`src/rtl/ifetch_pkg.sv`:
```
// ifetch_pkg: shared types and helpers for the instruction fetch queue.
//   ADDR_W / INSTR_W : fetch address and instruction widths
//   ifq_entry_t      : one queue entry {instr, pc, c}
//   fetch_state_t    : fetch FSM encodings IDLE / WAIT / DROP
//   OPC_JAL          : JAL major opcode
//   jal_offset()     : J-immediate, sign-extended and truncated to ADDR_W
package ifetch_pkg;

  localparam int ADDR_W  = 17;
  localparam int INSTR_W = 32;

  typedef struct packed {
    logic [INSTR_W-1:0] instr;
    logic [ADDR_W-1:0]  pc;
    logic               c;
  } ifq_entry_t;

  typedef enum logic [1:0] {
    IDLE = 2'd0,
    WAIT = 2'd1,
    DROP = 2'd2
  } fetch_state_t;

  localparam logic [6:0] OPC_JAL = 7'b1101111;

  // Takes instr[31:12]; rebuilds imm[20:1] = {i[31], i[19:12], i[20], i[30:21]}.
  function automatic logic [ADDR_W-1:0] jal_offset(input logic [19:0] hi);
    logic signed [20:0] imm;
    imm = {hi[19], hi[7:0], hi[8], hi[18:9], 1'b0};
    return ADDR_W'(imm);
  endfunction

endpackage

```
`src/rtl/ifq_fifo.sv`:
```
// ifq_fifo: circular instruction queue with combinational head read.
//   clk, rst   : clock, synchronous active-high reset
//   flush      : empties the queue; overrides enq/deq in the same cycle
//   enq        : write enq_data at tail (caller guarantees a free slot)
//   enq_data   : entry to write
//   deq        : advance head; ignored when empty
//   head_data  : entry at head (meaningless while count == 0)
//   count      : number of valid entries (0..2**DEPTH_LOG)
module ifq_fifo
  import ifetch_pkg::*;
#(
  parameter int DEPTH_LOG = 4
) (
  input  logic                 clk,
  input  logic                 rst,
  input  logic                 flush,
  input  logic                 enq,
  input  ifq_entry_t           enq_data,
  input  logic                 deq,
  output ifq_entry_t           head_data,
  output logic [DEPTH_LOG:0]   count
);

  localparam int DEPTH = 1 << DEPTH_LOG;
  localparam int CW    = DEPTH_LOG + 1;

  ifq_entry_t           mem [DEPTH];
  logic [DEPTH_LOG-1:0] head_q;
  logic [DEPTH_LOG-1:0] tail_q;
  logic [CW-1:0]        count_q;
  logic                 deq_ok;

  assign deq_ok = deq && (count_q != '0);

  always_ff @(posedge clk) begin
    if (rst || flush) begin
      head_q  <= '0;
      tail_q  <= '0;
      count_q <= '0;
    end else begin
      if (enq)    tail_q <= tail_q + DEPTH_LOG'(1);
      if (deq_ok) head_q <= head_q + DEPTH_LOG'(1);
      unique case ({enq, deq_ok})
        2'b10:   count_q <= count_q + CW'(1);
        2'b01:   count_q <= count_q - CW'(1);
        default: count_q <= count_q;
      endcase
    end
  end

  // Storage is not reset; validity is tracked by count_q alone.
  always_ff @(posedge clk) begin
    if (enq && !flush) mem[tail_q] <= enq_data;
  end

  assign head_data = mem[head_q];
  assign count     = count_q;

endmodule

```
`src/rtl/ifetch_queue.sv`:
```
// ifetch_queue: fetch PC owner, single-outstanding icache requester and
// instruction queue feeding the decoder.
//   clk, rst         : clock, synchronous active-high reset
//   flush, flush_pc  : backend redirect; empties queue and reloads the PC
//   icache_req_en    : registered one-cycle fetch request
//   icache_req_addr  : fetch address, valid with icache_req_en
//   icache_out_en    : icache response strobe
//   icache_instr     : decompressed instruction
//   icache_c         : original instruction was 16-bit
//   deq_ready        : decoder takes the head entry
//   inst_valid       : queue non-empty
//   inst/inst_pc/inst_c : head entry
// Build option: define IFETCH_STATIC_JAL_EN to follow JAL targets at fetch.
module ifetch_queue
  import ifetch_pkg::*;
#(
  parameter int               DEPTH_LOG = 4,
  parameter logic [ADDR_W-1:0] RESET_PC = 17'h0
) (
  input  logic                clk,
  input  logic                rst,
  input  logic                flush,
  input  logic [ADDR_W-1:0]   flush_pc,
  output logic                icache_req_en,
  output logic [ADDR_W-1:0]   icache_req_addr,
  input  logic                icache_out_en,
  input  logic [INSTR_W-1:0]  icache_instr,
  input  logic                icache_c,
  input  logic                deq_ready,
  output logic                inst_valid,
  output logic [INSTR_W-1:0]  inst,
  output logic [ADDR_W-1:0]   inst_pc,
  output logic                inst_c
);

  localparam int DEPTH = 1 << DEPTH_LOG;
  localparam int CW    = DEPTH_LOG + 1;

  fetch_state_t      state_q, state_n;
  logic [ADDR_W-1:0] pc_q, pc_n;
  logic [ADDR_W-1:0] seq_pc, next_pc;
  logic              req_n;
  logic              enq;
  logic [CW-1:0]     count;
  ifq_entry_t        enq_data, head_data;

  assign seq_pc = pc_q + (icache_c ? ADDR_W'(2) : ADDR_W'(4));

`ifdef IFETCH_STATIC_JAL_EN
  assign next_pc = (icache_instr[6:0] == OPC_JAL) ? pc_q + jal_offset(icache_instr[31:12])
                                                   : seq_pc;
`else
  assign next_pc = seq_pc;
`endif

  // A request can only leave IDLE, so the outstanding request is implied by
  // WAIT/DROP and count < DEPTH is enough to guarantee the reserved slot.
  always_comb begin
    state_n = state_q;
    pc_n    = pc_q;
    req_n   = 1'b0;
    enq     = 1'b0;
    unique case (state_q)
      IDLE: begin
        if (flush) begin
          pc_n = flush_pc;
        end else if (count < CW'(DEPTH)) begin
          req_n   = 1'b1;
          state_n = WAIT;
        end
      end
      WAIT: begin
        if (flush) begin
          pc_n    = flush_pc;
          state_n = icache_out_en ? IDLE : DROP;
        end else if (icache_out_en) begin
          enq     = 1'b1;
          pc_n    = next_pc;
          state_n = IDLE;
        end
      end
      DROP: begin
        if (flush) pc_n = flush_pc;
        // A response arriving with a repeat flush still retires the request.
        if (icache_out_en) state_n = IDLE;
      end
      default: state_n = IDLE;
    endcase
  end

  always_ff @(posedge clk) begin
    if (rst) begin
      state_q         <= IDLE;
      pc_q            <= RESET_PC;
      icache_req_en   <= 1'b0;
      icache_req_addr <= '0;
    end else begin
      state_q       <= state_n;
      pc_q          <= pc_n;
      icache_req_en <= req_n;
      if (req_n) icache_req_addr <= pc_q;
    end
  end

  assign enq_data = '{instr: icache_instr, pc: pc_q, c: icache_c};

  ifq_fifo #(
    .DEPTH_LOG (DEPTH_LOG)
  ) u_fifo (
    .clk       (clk),
    .rst       (rst),
    .flush     (flush),
    .enq       (enq),
    .enq_data  (enq_data),
    .deq       (inst_valid && deq_ready),
    .head_data (head_data),
    .count     (count)
  );

  assign inst_valid = (count != '0);
  assign inst       = head_data.instr;
  assign inst_pc    = head_data.pc;
  assign inst_c     = head_data.c;

endmodule
```
`config.mk`:
```
export PLATFORM = sky130hd
export DESIGN_NAME = ifetch_queue
export DESIGN_NICKNAME = d
export VERILOG_FILES = /design/src/rtl/ifetch_pkg.sv /design/src/rtl/ifq_fifo.sv /design/src/rtl/ifetch_queue.sv
export SDC_FILE = /design/constraint.sdc
export NUM_CORES = 1
export LEC_CHECK = 0
export BUFFER_PORTS_ARGS = -buffer_cell sky130_fd_sc_hd__buf_2
export CAP_MARGIN = 10
export CORE_ASPECT_RATIO = 1.75
export CORE_UTILIZATION = 35
export DETAILED_ROUTE_END_ITERATION = 8
export GPL_ROUTABILITY_DRIVEN = 0
export SLEW_MARGIN = 10
export SYNTH_ARGS = -nofsm -noshare
export SYNTH_HDL_FRONTEND = slang
export SYNTH_SLANG_ARGS = --single-unit
```
`constraint.sdc`:
```
create_clock -name clk -period 6.23 [get_ports clk]
set_input_delay 1.869 -clock clk [delete_from_list [all_inputs] [get_ports clk]]
set_output_delay 1.869 -clock clk [all_outputs]
set_load 0.05 [all_outputs]
```
Yosys cells after proc, flatten, opt, wreduce, memory -nomap -nowiden --
Memories as Yosys holds them, arrays and structs flattened. A register that Yosys moved wholly into a read port is not among the register bits. Cells that the tools add are included.
Word-level totals: input bits 55, flip-flop bits (word level) 50, logic and storage cells 56, bits in writable memories 800, memories kept 1, output and inout bits 69
Cells by class: equality and inequality tests 8, magnitude comparators 1, reduce and logical (&&, ||, !) cells 12, add/sub/neg operators 5, muxes and demuxes 22
Memory list:
- u_fifo.mem | words 16, bits a word 50, read ports 1, clocked after memory_dff 1, wr ports 1, line ifq_fifo.sv:27 | ifq_entry_t mem [DEPTH];
Operators by type and width (number):
- 2-to-1 mux 17 bit | 3
- one-hot mux 17 bit (2 select lines) | 1
- adder 17 x 3 -> 17 bit | 1
- 2-to-1 mux 2 bit | 5
- one-hot mux 5 bit (2 select lines) | 1
- adder 4 x 1 -> 4 bit (second input constant) | 2
- 2-to-1 mux 1 bit | 8
- 2-to-1 mux 4 bit | 2
- one-hot mux 2 bit (3 select lines) | 1
- adder 5 x 1 -> 5 bit (second input constant) | 1
- less-than comparator 5 bit (second input constant) | 1
- nonzero test 5 bit | 1
- subtractor 5 x 1 -> 5 bit (second input constant) | 1
- equality test 2 x 1 -> 1 bit (second input constant) | 2
- equality test 2 bit (second input constant) | 2
- != test 2 bit (second input constant) | 2
- nonzero test 2 bit | 2
- logical AND 1 bit | 3
- 2-to-1 mux 3 bit | 1
- != test 3 bit (second input constant) | 1
- AND reduction 3 bit | 1
- logical NOT 2 bit | 1
- != test 2 x 1 -> 1 bit (second input constant) | 1
- AND reduction 2 bit | 1
- other kinds (3) | 3

Depth between registers and ports, before layout --
Gate-level depths: netlist of run 1.
depth after elaboration 6, mapped depth 12, mapped depth without buffers 10

By module --
Synthesis of run 1 repeated with hierarchy kept, for this count alone.
Second synthesis, totals: cells, all modules 1584, area, all modules 32778.9 um^2
Modules (own cells, without submodules):
- ifq_fifo | times used 1, sequential area each 24363.4 um^2, cells an instance 1337, area each 30818.3 um^2
- ifetch_queue | times used 1, sequential area each 740.7 um^2, cells an instance 247, area each 1960.6 um^2

Worst setup path before layout of run 1 --
Ideal clock, no wire load.
path type input to register, start in flush, end mem u_fifo.mem[3][0] (netlist bit) (enable), arrival time 5.799 ns, path slack -0.089 ns, cell stages on the path 4, path buffers 1, data required time 5.711 ns, setup time 0.519 ns, cell sequence and4bb_1 -> buf_4 -> nand2_1 -> nor3_1
Between the ends: word-level cells in the longest chain between the ends 5, elaborated cells on any way between the ends 6, those cells by class mux: 4; reduce/logical: 2
RTL lines:
- from (decl) | line ifetch_queue.sv:22 | input logic flush,
- 2-to-1 mux 1 bit | line ifetch_queue.sv:73 | if (flush) begin
- 2-to-1 mux 1 bit | line ifetch_queue.sv:63 | unique case (state_q)
- logical AND 1 bit * | line ifq_fifo.sv:53 | if (enq && !flush) mem[tail_q] <= enq_data;
- 2-to-1 mux 1 bit * | line ifq_fifo.sv:53
- 2-to-1 mux 1 bit (implied by the code) * | line ifq_fifo.sv:53
- to (decl) | line ifq_fifo.sv:27
Mark *: on every way between the ends. The rest lies on a longest branch, timed or not.

==> metrics.cfg, run 1 <==
[run_status]
status=completed

[grt]
grt_max_degree=69
grt_pass1_wl_um=109000
antenna_found_initial=3
grt_pass1_vias=16400
grt_overflow_total=0
gr-usage-all-layers=0.160

[sta]
clock_skew_ps=17.2
max_freq_mhz=198
fin_crit_ps=5050
setup_slack_ps=1180
fin_crit_sh=0.811
maxSlewHeadroom=0.335
final-hold-violation-count=0
drv_slew=0
fin_setup_tns_ps=0
grt_setup_unrepaired=no
finalSetupViolCount=0
tightest_slew_ps=997

[die]
num_rows=148
dieArea_um2=94800
initial_core_util=0.353
core_area_um2=92800
die_w_um=233
ios=124
die_y_um=407

[cts]
cts_htree_levels=3
clkTransAtPathRegs_ps=60
cts_hold_buf=0
clk_latency_ps=640
cts_resized=0
cts-buffers-inserted=77
cts_sinks=854
clock_path_buffers=3
cts_tree=done
postCtsSetupRepairBufs=0
cts_root_buf=clkbuf_16

[logic_synthesis]
netlist.area_leader.share=0.734
synth.top_cells.by_count=800 x edfxtp_1, 250 x mux4_2, 59 x nand2_1
synth_cell_type_count=57
ys_seq_elements=854
synth_flop_cell=edfxtp_1
yosysWarnings=0
synth_nets=1538
avgSynthCellArea_um2=22.2
synth_edf_count=800
seq_area_frac_synth=0.767
synthCells=1473
postSynth.asyncResetShare=0
yosysMostFrequentCell=edfxtp_1
netlist_area_um2=32700
synth_top_cell_by_area=edfxtp_1
synth.area.top_cells=edfxtp_1 73%, mux4_2 17%, dfxtp_1 3.3%, nand2_1 0.68%, clkbuf_1 0.56%

[routing]
drc=0
dr.pass1.iters=5
wl_per_cell_um=25.5
drtAntennaViolNets=0
routed_via_density=5.27
vias=15200
drt_iter0_markers=1334
routed_wl_um=73800

[setup_path]
critical_path.max_fanout=68
worstReg2RegEnd=u_fifo.count[4]$_SDFFE_PP0P_
rr_worst_depth=10
end_kind=output pin
required_ps=4360
arrival_ps=3180
reg2reg_slack_ps=3310
cp-start-kind=register
critPathKind=register to output pin
r2r-start=u_fifo.count[1]$_SDFFE_PP0P_

[power_and_ir_drop]
p_per_area_nw_per_um2=299
leakage_nw=11.4
vdd_ir_drop_max_v=0.000193
finalPower_w=0.0112

[final_layout]
layout.area.seq_um2=25100
diodes=0
area_delta_synth_final_pct=14.9
multiInputGateArea_um2=7380
nNetsFinal=1697
fill_cells=8072
layout-drive-gt1-share=0.323

[placed_design]
hpwl_um=40400
port_buffers=123
place_ws_ps=1760

[hold_path]
hold_start=icache_req_addr[15]$_SDFFE_PP0P_
hold_end=icache_req_addr[15]$_SDFFE_PP0P_
hold_class=register to register
worstHoldPathCells=2

[job]
cap_violations=0

==> worst max path at each step <==
stage | from | endpoint | slack [ps] | cells past startpoint
after detailed placement | register | inst_pc[12] | 1760 | 4
after global placement | register | inst_pc[12] | 1760 | 4
after floorplan | flush | u_fifo.mem[7][0]$_DFFE_PP_ | 1250 | 4
after CTS | register | inst_pc[12] | 1050 | 4
final | register | inst[12] | 1180 | 4
after global routing | register | inst_pc[13] | 990 | 4
==> per-stage QoR <==
step	hold slack, ps	std cells	area [um2]	utilization
2_1_floorplan	473	1473	32700	-
3_3_place_gp	444	2753	35100	0.379
3_5_place_dp	446	2753	35100	0.379
4_1_cts	456	2891	37600	0.405
5_1_grt	464	2891	37600	0.405
6_report	459	2891	37600	0.405
==> registers in the layout, indices dropped and copies added, names as in the netlist, named ones only <==
signal / cells
u_fifo.count: 5
u_fifo.head_q: 4
u_fifo.mem: 800
icache_req_addr: 17
pc_q: 17
icache_req_en: 1
state_q: 2
u_fifo.tail_q: 4
==> logic make-up (layout without fill, tap and decap cells) <==
| group | Yosys count | after routing | synth area share |
|---|---|---|---|
| DFF | 854 | 854 | 0.767 |
| muxes | 255 | 255 | 0.174 |
| and+or+nand+nor | 168 | 168 | 0.0248 |
| buffers and inverters | 92 | 310 | 0.0116 |
| AOI/OAI and AO/OA | 88 | 88 | 0.0172 |
| adders and majority gates | 10 | 10 | 0.00405 |
| xor gates and xnor gates | 6 | 6 | 0.00161 |
==> worst max-delay path: stages, from the launching register on <==
cell and delay, ps:
dfxtp_4 810, buf_12 420, mux4_2 410, mux4_2 540
buf_2 250
==> cell usage in the layout (no fill, tap or decap), drive strengths merged, types with 3 or more instances in the layout <==
cell        n
mux4      250
a31oi       6
nand2      59
clkbuf     98
dfxtp      54
o2bb2ai     3
inv        15
buf       161
bufinv      6
mux2i       3
o21a        5
xor2        6
nand2b      4
edfxtp    800
nand3      16
nand4       6
nor4        8
ha          9
nor2       36
or3         4
o21ai      15
nor3       11
a311oi      3
a32oi       4
clkinvlp    4
clkinv     26
nor2b       4
a21oi      35
and2        6
==> per-layer routing <==
| layer | global-route usage | wire length [um] | share of wire |
|---|---|---|---|
| met1 | 0.198 | 29300 | 0.40 |
| met2 | 0.285 | 39700 | 0.54 |
| met3 | 0.0245 | 3400 | 0.046 |
| met4 | 0.0478 | 1320 | 0.018 |
| met5 | 0 | 27 | 0.00037 |
==> final cells by class <==
type / instances / area share
flip-flops and latches: 854 / 0.668
multi-input cells: 527 / 0.196
clock buffers: 98 / 0.0545
well taps: 1200 / 0.0399
repair buffers: 161 / 0.0293
clock inverters: 40 / 0.0106
inverters: 11 / 0.00110
==> report_power, final <==
| part | switching [W] | leakage [nW] | internal (W) |
|---|---|---|---|
| Combinational | 0.000154 | 2.49 | 0.0000612 |
| Sequential | 0.0000566 | 7.73 | 0.00629 |
| Clock | 0.00207 | 1.19 | 0.00260 |
| Total | 0.00228 | 11.4 | 0.00895 |
Power figures use the tool's default switching activity.
==> inputs of run 2 (changes only) <==
==> constraint.sdc (replaced) <==
create_clock -name clk -period 4.5 [get_ports clk]
set_input_delay 1.35 -clock clk [delete_from_list [all_inputs] [get_ports clk]]
set_output_delay 1.35 -clock clk [all_outputs]
set_load 0.05 [all_outputs]
==> run 2 against run 1 <==
Effect of this change:
- global-route usage is 0.41 points higher
- sequential power up 38%
- count of clock-buffer cells in the layout shrank 4
- non-clock buffer count increased by 26
- critical path type unchanged
- routed wire length up 2.9%
- power rose by 43%
- clock skew rose by 2.0 ps
- register-to-register slack worse by 1800 ps
- die area stayed put
- design area is 1.6% higher
- critical path depth rose by 1
- worst hold slack worse by 0.76 ps
==> metrics.cfg, run 2 (same netlist as run 1, synthesis figures left out) <==
[cts]
cts_root_buf=clkbuf_16  ; unchanged
cts_tree=done  ; unchanged
clock_path_buffers=3  ; unchanged
cts_hold_buf=0  ; unchanged
cts_sinks=854  ; unchanged
cts-buffers-inserted=79  ; was 77
cts_htree_levels=3  ; unchanged
clk_latency_ps=660  ; was 640 ps
clkTransAtPathRegs_ps=70  ; was 60 ps

[sta]
fin_setup_tns_ps=0  ; unchanged
max_freq_mhz=237
fin_crit_sh=0.937
fin_crit_ps=4220
final-hold-violation-count=0  ; unchanged
clock_skew_ps=19.2  ; was 17.2 ps
grt_setup_unrepaired=no  ; unchanged
finalSetupViolCount=0  ; unchanged
tightest_slew_ps=915  ; was 997 ps
drv_slew=0  ; unchanged
maxSlewHeadroom=0.389  ; was 0.335

[power_and_ir_drop]
power_switching_w=0.00325  ; was 0.00228 W
sw_frac_of_total=0.203  ; about the same
p_per_area_nw_per_um2=420  ; was 299 nW/um2
internal-power_w=0.0128  ; was 0.00895 W
seqPwrFrac=0.549  ; was 0.565
combPwrFrac=0.019  ; about the same
vdd_ir_drop_max_v=0.000276  ; was 0.000193 V
p_clk_frac=0.433  ; was 0.416
leakage_nw=11.7  ; was 11.4 nW

[final_layout]
final_cell_mix=800 x edfxtp_1, 250 x mux4_2, 123 x buf_2  ; unchanged
postLayoutCellArea_um2=38200  ; was 37,600 um2
top_register=u_fifo.mem  ; unchanged
nNetsFinal=1725  ; was 1,697
largest_reg_flops=800  ; unchanged
final_common_cell=edfxtp_1  ; unchanged
area_delta_synth_final_pct=16.6  ; was 14.9%
fill_cells=8010  ; was 8,072
reg_top3=u_fifo.mem: 800 flops, icache_req_addr: 17 flops, pc_q: 17 flops  ; unchanged
layout-drive-gt1-share=0.336  ; was 0.323

[setup_path]
required_ps=3150  ; was 4360 ps
cp-start-kind=register  ; unchanged
end_kind=output pin  ; unchanged
critPathKind=register to output pin  ; unchanged
reg2reg_slack_ps=1530  ; was 3310 ps
critical_path.max_fanout=44  ; was 68
r2r-start=u_fifo.count[1]$_SDFFE_PP0P_  ; unchanged
worstReg2RegEnd=u_fifo.count[2]$_SDFFE_PP0P_  ; was u_fifo.count[4]$_SDFFE_PP0P_
rr_worst_depth=10  ; unchanged
arrival_ps=2870  ; was 3180 ps

[grt]
grt_pass1_wl_um=111000  ; was 109,000 um
grt_max_degree=70  ; was 69
grt_pass1_vias=16700  ; was 16,400
grt_overflow_total=0  ; unchanged
gr-usage-all-layers=0.164  ; was 0.160
antenna_found_initial=6  ; was 3

[die]
die_y_um=407  ; unchanged
core_area_um2=92800  ; unchanged
ios=124  ; unchanged
initial_core_util=0.353  ; unchanged
die_w_um=233  ; unchanged
num_rows=148  ; unchanged
dieArea_um2=94800  ; unchanged

[placed_design]
port_buffers=123  ; unchanged
hpwl_um=42200  ; was 40,400 um
placed_cell_area_um2=35400  ; was 35,100 um2

[routing]
routed_via_density=5.29  ; was 5.27
drt_iter0_markers=1142  ; was 1,334
dr.pass1.iters=5  ; unchanged
drc=0  ; unchanged
wl_per_cell_um=26.0  ; was 25.5 um
routed_wl_um=75900  ; was 73,800 um
drtAntennaViolNets=0  ; unchanged
vias=15400  ; was 15,200

[hold_path]
worstHoldPathCells=2  ; unchanged
hold_start=icache_req_addr[8]$_SDFFE_PP0P_  ; was icache_req_addr[15]$_SDFFE_PP0P_
hold_end=icache_req_addr[8]$_SDFFE_PP0P_  ; was icache_req_addr[15]$_SDFFE_PP0P_
hold_class=register to register  ; unchanged

[job]
cap_violations=0  ; unchanged

[run_status]
status=completed  ; unchanged

-- run 2: cell count changes in the layout (fill, tap and decap cells not counted), moves of 2 or more --
| cell | before | now |
|---|---|---|
| buf_4 | 22 | 35 |
| buf_12 | 16 | 27 |
| clkbuf_1 | 19 | 13 |
| bufinv_16 | 6 | 11 |
| clkinv_2 | 11 | 6 |
| clkinv_1 | 11 | 14 |
| buf_16 | 0 | 2 |
| clkbuf_16 | 79 | 81 |
| clkinv_4 | 1 | 3 |
| clkinv_8 | 3 | 1 |
| clkinvlp_4 | 3 | 5 |
| inv_16 | 0 | 2 |
-- run 2: worst max-delay path, stage by stage (launching register included) --
cell and delay, ps:
dfxtp_4 380, buf_12 150, buf_16 310, mux4_2 570, mux4_2 540, buf_2 240
-- run 2: area by class of cell --
class / instances / area [um2] / area share
diodes: 1 / 2.50 / 0.0000656
clock buffers: 94 / 2080 / 0.0544
clock inverters: 45 / 581 / 0.0152
inverters: 11 / 41.3 / 0.00108
multi-input cells: 527 / 7380 / 0.193
flip-flops and latches: 854 / 25100 / 0.658
well taps: 1200 / 1500 / 0.0393
repair buffers: 187 / 1470 / 0.0386
-- run 2: per-stage QoR --
| step | setup WS [ps] | util | total power (W) | hold slack [ps] | instances |
|---|---|---|---|---|---|
| 2_1_floorplan | 40.5 | - | 0.00909 | 473 | 1473 |
| 3_3_place_gp | 524 | 0.382 | 0.00924 | 444 | 2775 |
| 3_5_place_dp | 576 | 0.382 | 0.00926 | 446 | 2775 |
| 4_1_cts | 3.79 | 0.411 | 0.0162 | 461 | 2914 |
| 5_1_grt | 159 | 0.411 | 0.0165 | 487 | 2918 |
| 6_report | 284 | 0.411 | 0.0160 | 458 | 2919 |
-- run 2: how the worst max path moves through the flow --
stage                     startpoint                            to  cells past startpoint
after floorplan                flush    u_fifo.mem[7][0]$_DFFE_PP_                      4
after global placement         flush  u_fifo.count[2]$_SDFFE_PP0P_                     10
after detailed placement       flush  u_fifo.count[2]$_SDFFE_PP0P_                     10
after CTS                   register                      inst[15]                      4
after global routing        register                   inst_pc[16]                      5
final                       register                   inst_pc[16]                      5
-- run 2: timing repair --
| item | CTS | global route |
|---|---|---|
| endpoints found under the hold margin | 0 | 0 |
| endpoints found under the setup margin | 0 | 5 |
| buffers inserted | 0 | 4 |
| gates resized for setup | 0 | 2 |
-- run 2: power groups by stage --
stage | clock, W | sequential (W) | combinational (W)
finish | 0.00693 | 0.00879 | 0.000297
global route | 0.00735 | 0.00879 | 0.000325
CTS | 0.00709 | 0.00879 | 0.000300
detailed placement | 0 | 0.00896 | 0.000299
global placement | 0 | 0.00895 | 0.000288
floorplan | 0 | 0.00895 | 0.000143
-- run 2: layer usage --
layer	up-vias	share of wire	track usage	routed length, um
met3	112	0.051	0.0304	3840
met5	-	0.00051	0	39
met2	424	0.53	0.292	40600
met4	6	0.024	0.0529	1810
met1	8314	0.39	0.198	29700
li1	6585	-	-	-
==> inputs of run 3 (changes only) <==
--- a/config.mk
+++ b/config.mk
@@ -8,7 +8,8 @@
 export BUFFER_PORTS_ARGS = -buffer_cell sky130_fd_sc_hd__buf_2
 export CAP_MARGIN = 10
 export CORE_ASPECT_RATIO = 1.75
-export CORE_UTILIZATION = 35
+export CORE_MARGIN = 5
+export CORE_UTILIZATION = 25
 export DETAILED_ROUTE_END_ITERATION = 8
 export GPL_ROUTABILITY_DRIVEN = 0
 export SLEW_MARGIN = 10
==> run 3 against run 2 <==
Effect of this change:
- via count grew 2.3%
- first-iteration DRC count increased by 11%
- non-clock buffer count up 4
- cell count increased by 17%
- design area increased by 2.2%
- critical endpoint is now inst[27]
- clock skew is 16 ps higher
- global-route usage decreased by 4.6 points
==> metrics.cfg, run 3 (same netlist as run 1, synthesis figures left out) <==
[routing]
drt_iter0_markers=1270  ; was 1,142
drtAntennaViolNets=0  ; unchanged
routed_wl_um=82300  ; was 75,900 um
vias=15800  ; was 15,400
dr.pass1.iters=5  ; unchanged
drc=0  ; unchanged
wl_per_cell_um=24.0  ; was 26.0 um
routed_via_density=4.61  ; was 5.29

[grt]
gr-usage-all-layers=0.118  ; was 0.164
grt_pass1_vias=17200  ; was 16,700
grt_pass1_wl_um=120000  ; was 111,000 um
antenna_found_initial=12  ; was 6
grt_overflow_total=0  ; unchanged
grt_max_degree=66  ; was 70

[sta]
fin_crit_sh=0.940  ; was 0.937
clock_skew_ps=35.1  ; was 19.2 ps
final-hold-violation-count=0  ; unchanged
setup_slack_ps=269  ; was 284 ps
maxSlewHeadroom=0.280  ; was 0.389
max_freq_mhz=236  ; was 237 MHz
drv_slew=0  ; unchanged
fin_setup_tns_ps=0  ; unchanged
finalSetupViolCount=0  ; unchanged
fin_crit_ps=4230  ; was 4220 ps
tightest_slew_ps=1080  ; was 915 ps
grt_setup_unrepaired=no  ; unchanged

[die]
core_area_um2=130000  ; was 92,800 um2
ios=124  ; unchanged
num_rows=175  ; was 148
initial_core_util=0.252  ; was 0.353
dieArea_um2=139000  ; was 94,800 um2
die_y_um=489  ; was 407 um
die_w_um=284  ; was 233 um

[cts]
cts_tree=done  ; unchanged
cts_sinks=854  ; unchanged
cts_htree_levels=3  ; unchanged
cts-buffers-inserted=85  ; was 79
clk_latency_ps=680  ; was 660 ps
clock_path_buffers=3  ; unchanged
cts_resized=0  ; unchanged
clkTransAtPathRegs_ps=60  ; was 70 ps
cts_root_buf=clkbuf_16  ; unchanged

[run_status]
status=completed  ; unchanged

[power_and_ir_drop]
leakage_nw=11.8  ; was 11.7 nW
vdd_ir_drop_max_v=0.000361  ; was 0.000276 V
finalPower_w=0.0162  ; was 0.0160 W
p_per_area_nw_per_um2=415  ; was 420 nW/um2

[placed_design]
place_ws_ps=471  ; was 576 ps
port_buffers=123  ; unchanged
hpwl_um=47800  ; was 42,200 um
placed_cell_area_um2=36100  ; was 35,400 um2
dp.cells=3260  ; was 2,775

[setup_path]
cp-start-kind=register  ; unchanged
critical_path.max_fanout=24  ; was 44
worstPathCellList=buf_12, buf_12, mux4_2, mux4_2, buf_2  ; was buf_12, buf_16, mux4_2, mux4_2, buf_2
arrival_ps=2880  ; was 2870 ps
cp_slowest_cell=mux4_2  ; unchanged
critPathKind=register to output pin  ; unchanged
r2r-start=u_fifo.count[1]$_SDFFE_PP0P_  ; unchanged
required_ps=3150  ; about the same
slowest_delay_ps=550  ; was 570 ps
path_delay_family=multiplexers  ; unchanged
crit_buf_inv=3  ; unchanged
end_kind=output pin  ; unchanged

[final_layout]
final_common_cell=edfxtp_1  ; unchanged
fill_cells=12600  ; was 8,010
area_delta_synth_final_pct=19.3  ; was 16.6%
nNetsFinal=1735  ; was 1,725
postLayoutCellArea_um2=39000  ; was 38,200 um2
reg_top3=u_fifo.mem: 800 flops, icache_req_addr: 17 flops, pc_q: 17 flops  ; unchanged
final_cells=3426  ; was 2,919
top_register=u_fifo.mem  ; unchanged
layout-drive-gt1-share=0.344  ; was 0.336
final_cell_mix=800 x edfxtp_1, 250 x mux4_2, 123 x buf_2  ; unchanged
largest_reg_flops=800  ; unchanged

[hold_path]
hold_start=icache_req_addr[6]$_SDFFE_PP0P_  ; was icache_req_addr[8]$_SDFFE_PP0P_
hold_class=register to register  ; unchanged

[job]
cap_violations=0  ; unchanged

[run 3: what timing repair did]
item | CTS | global route
hold buffers | 0 | 0
setup endpoints to repair | 15 | 0
buffers inserted | 4 | 0
[run 3: cell type report]
cell class	count	area [um2]	area share
Antenna cell	5	12.5	0.000321
Clock buffer	102	2220	0.0569
Clock inverter	55	606	0.0155
Inverter	11	41.3	0.00106
Multi-Input combinational cell	527	7380	0.189
Sequential cell	854	25100	0.644
Tap cell	1681	2100	0.0539
Timing Repair Buffer	191	1550	0.0396
[run 3: metal layers]
metal  vias to the layer above  wire length [um]  GRT usage
met1                      8601             33200      0.143
met5                         -                13          0
met4                         2              1860     0.0365
li1                       6612                 -          -
met2                       454             43700      0.215
met3                       121              3450     0.0203
[run 3: metrics by stage]
stage                     hold slack, ps   util
final                                454  0.300
after global routing                 484  0.300
after CTS                            458  0.300
after detailed placement             448  0.278
after global placement               445  0.278
after floorplan                      473      -
[run 3: path summary, 6_finish.rpt]
check	end	slack, ps	depth (start not counted)
setup / recovery	inst[27]	270	5
hold / removal	icache_req_addr[6]$_SDFFE_PP0P_	450	2
setup reg to reg	u_fifo.count[2]$_SDFFE_PP0P_	1400	10
hold reg to reg	icache_req_addr[6]$_SDFFE_PP0P_	450	2
[run 3: power breakdown]
| part | internal, W | switching, W |
|---|---|---|
| clock | 0.00399 | 0.00310 |
| sequential | 0.00871 | 0.0000771 |
| combinational | 0.0000861 | 0.000212 |
| total | 0.0128 | 0.00339 |
[run 3: worst register-to-register path, stage by stage, from the launching register on]
cell and delay, ps:
dfxtp_1 380, or3_1 430, o31ai_2 390, inv_1 100, ha_1 330, xor2_1 200, ha_1 260, nor4b_1 370
a21oi_1 130, a311o_1 380, o21ai_1 80
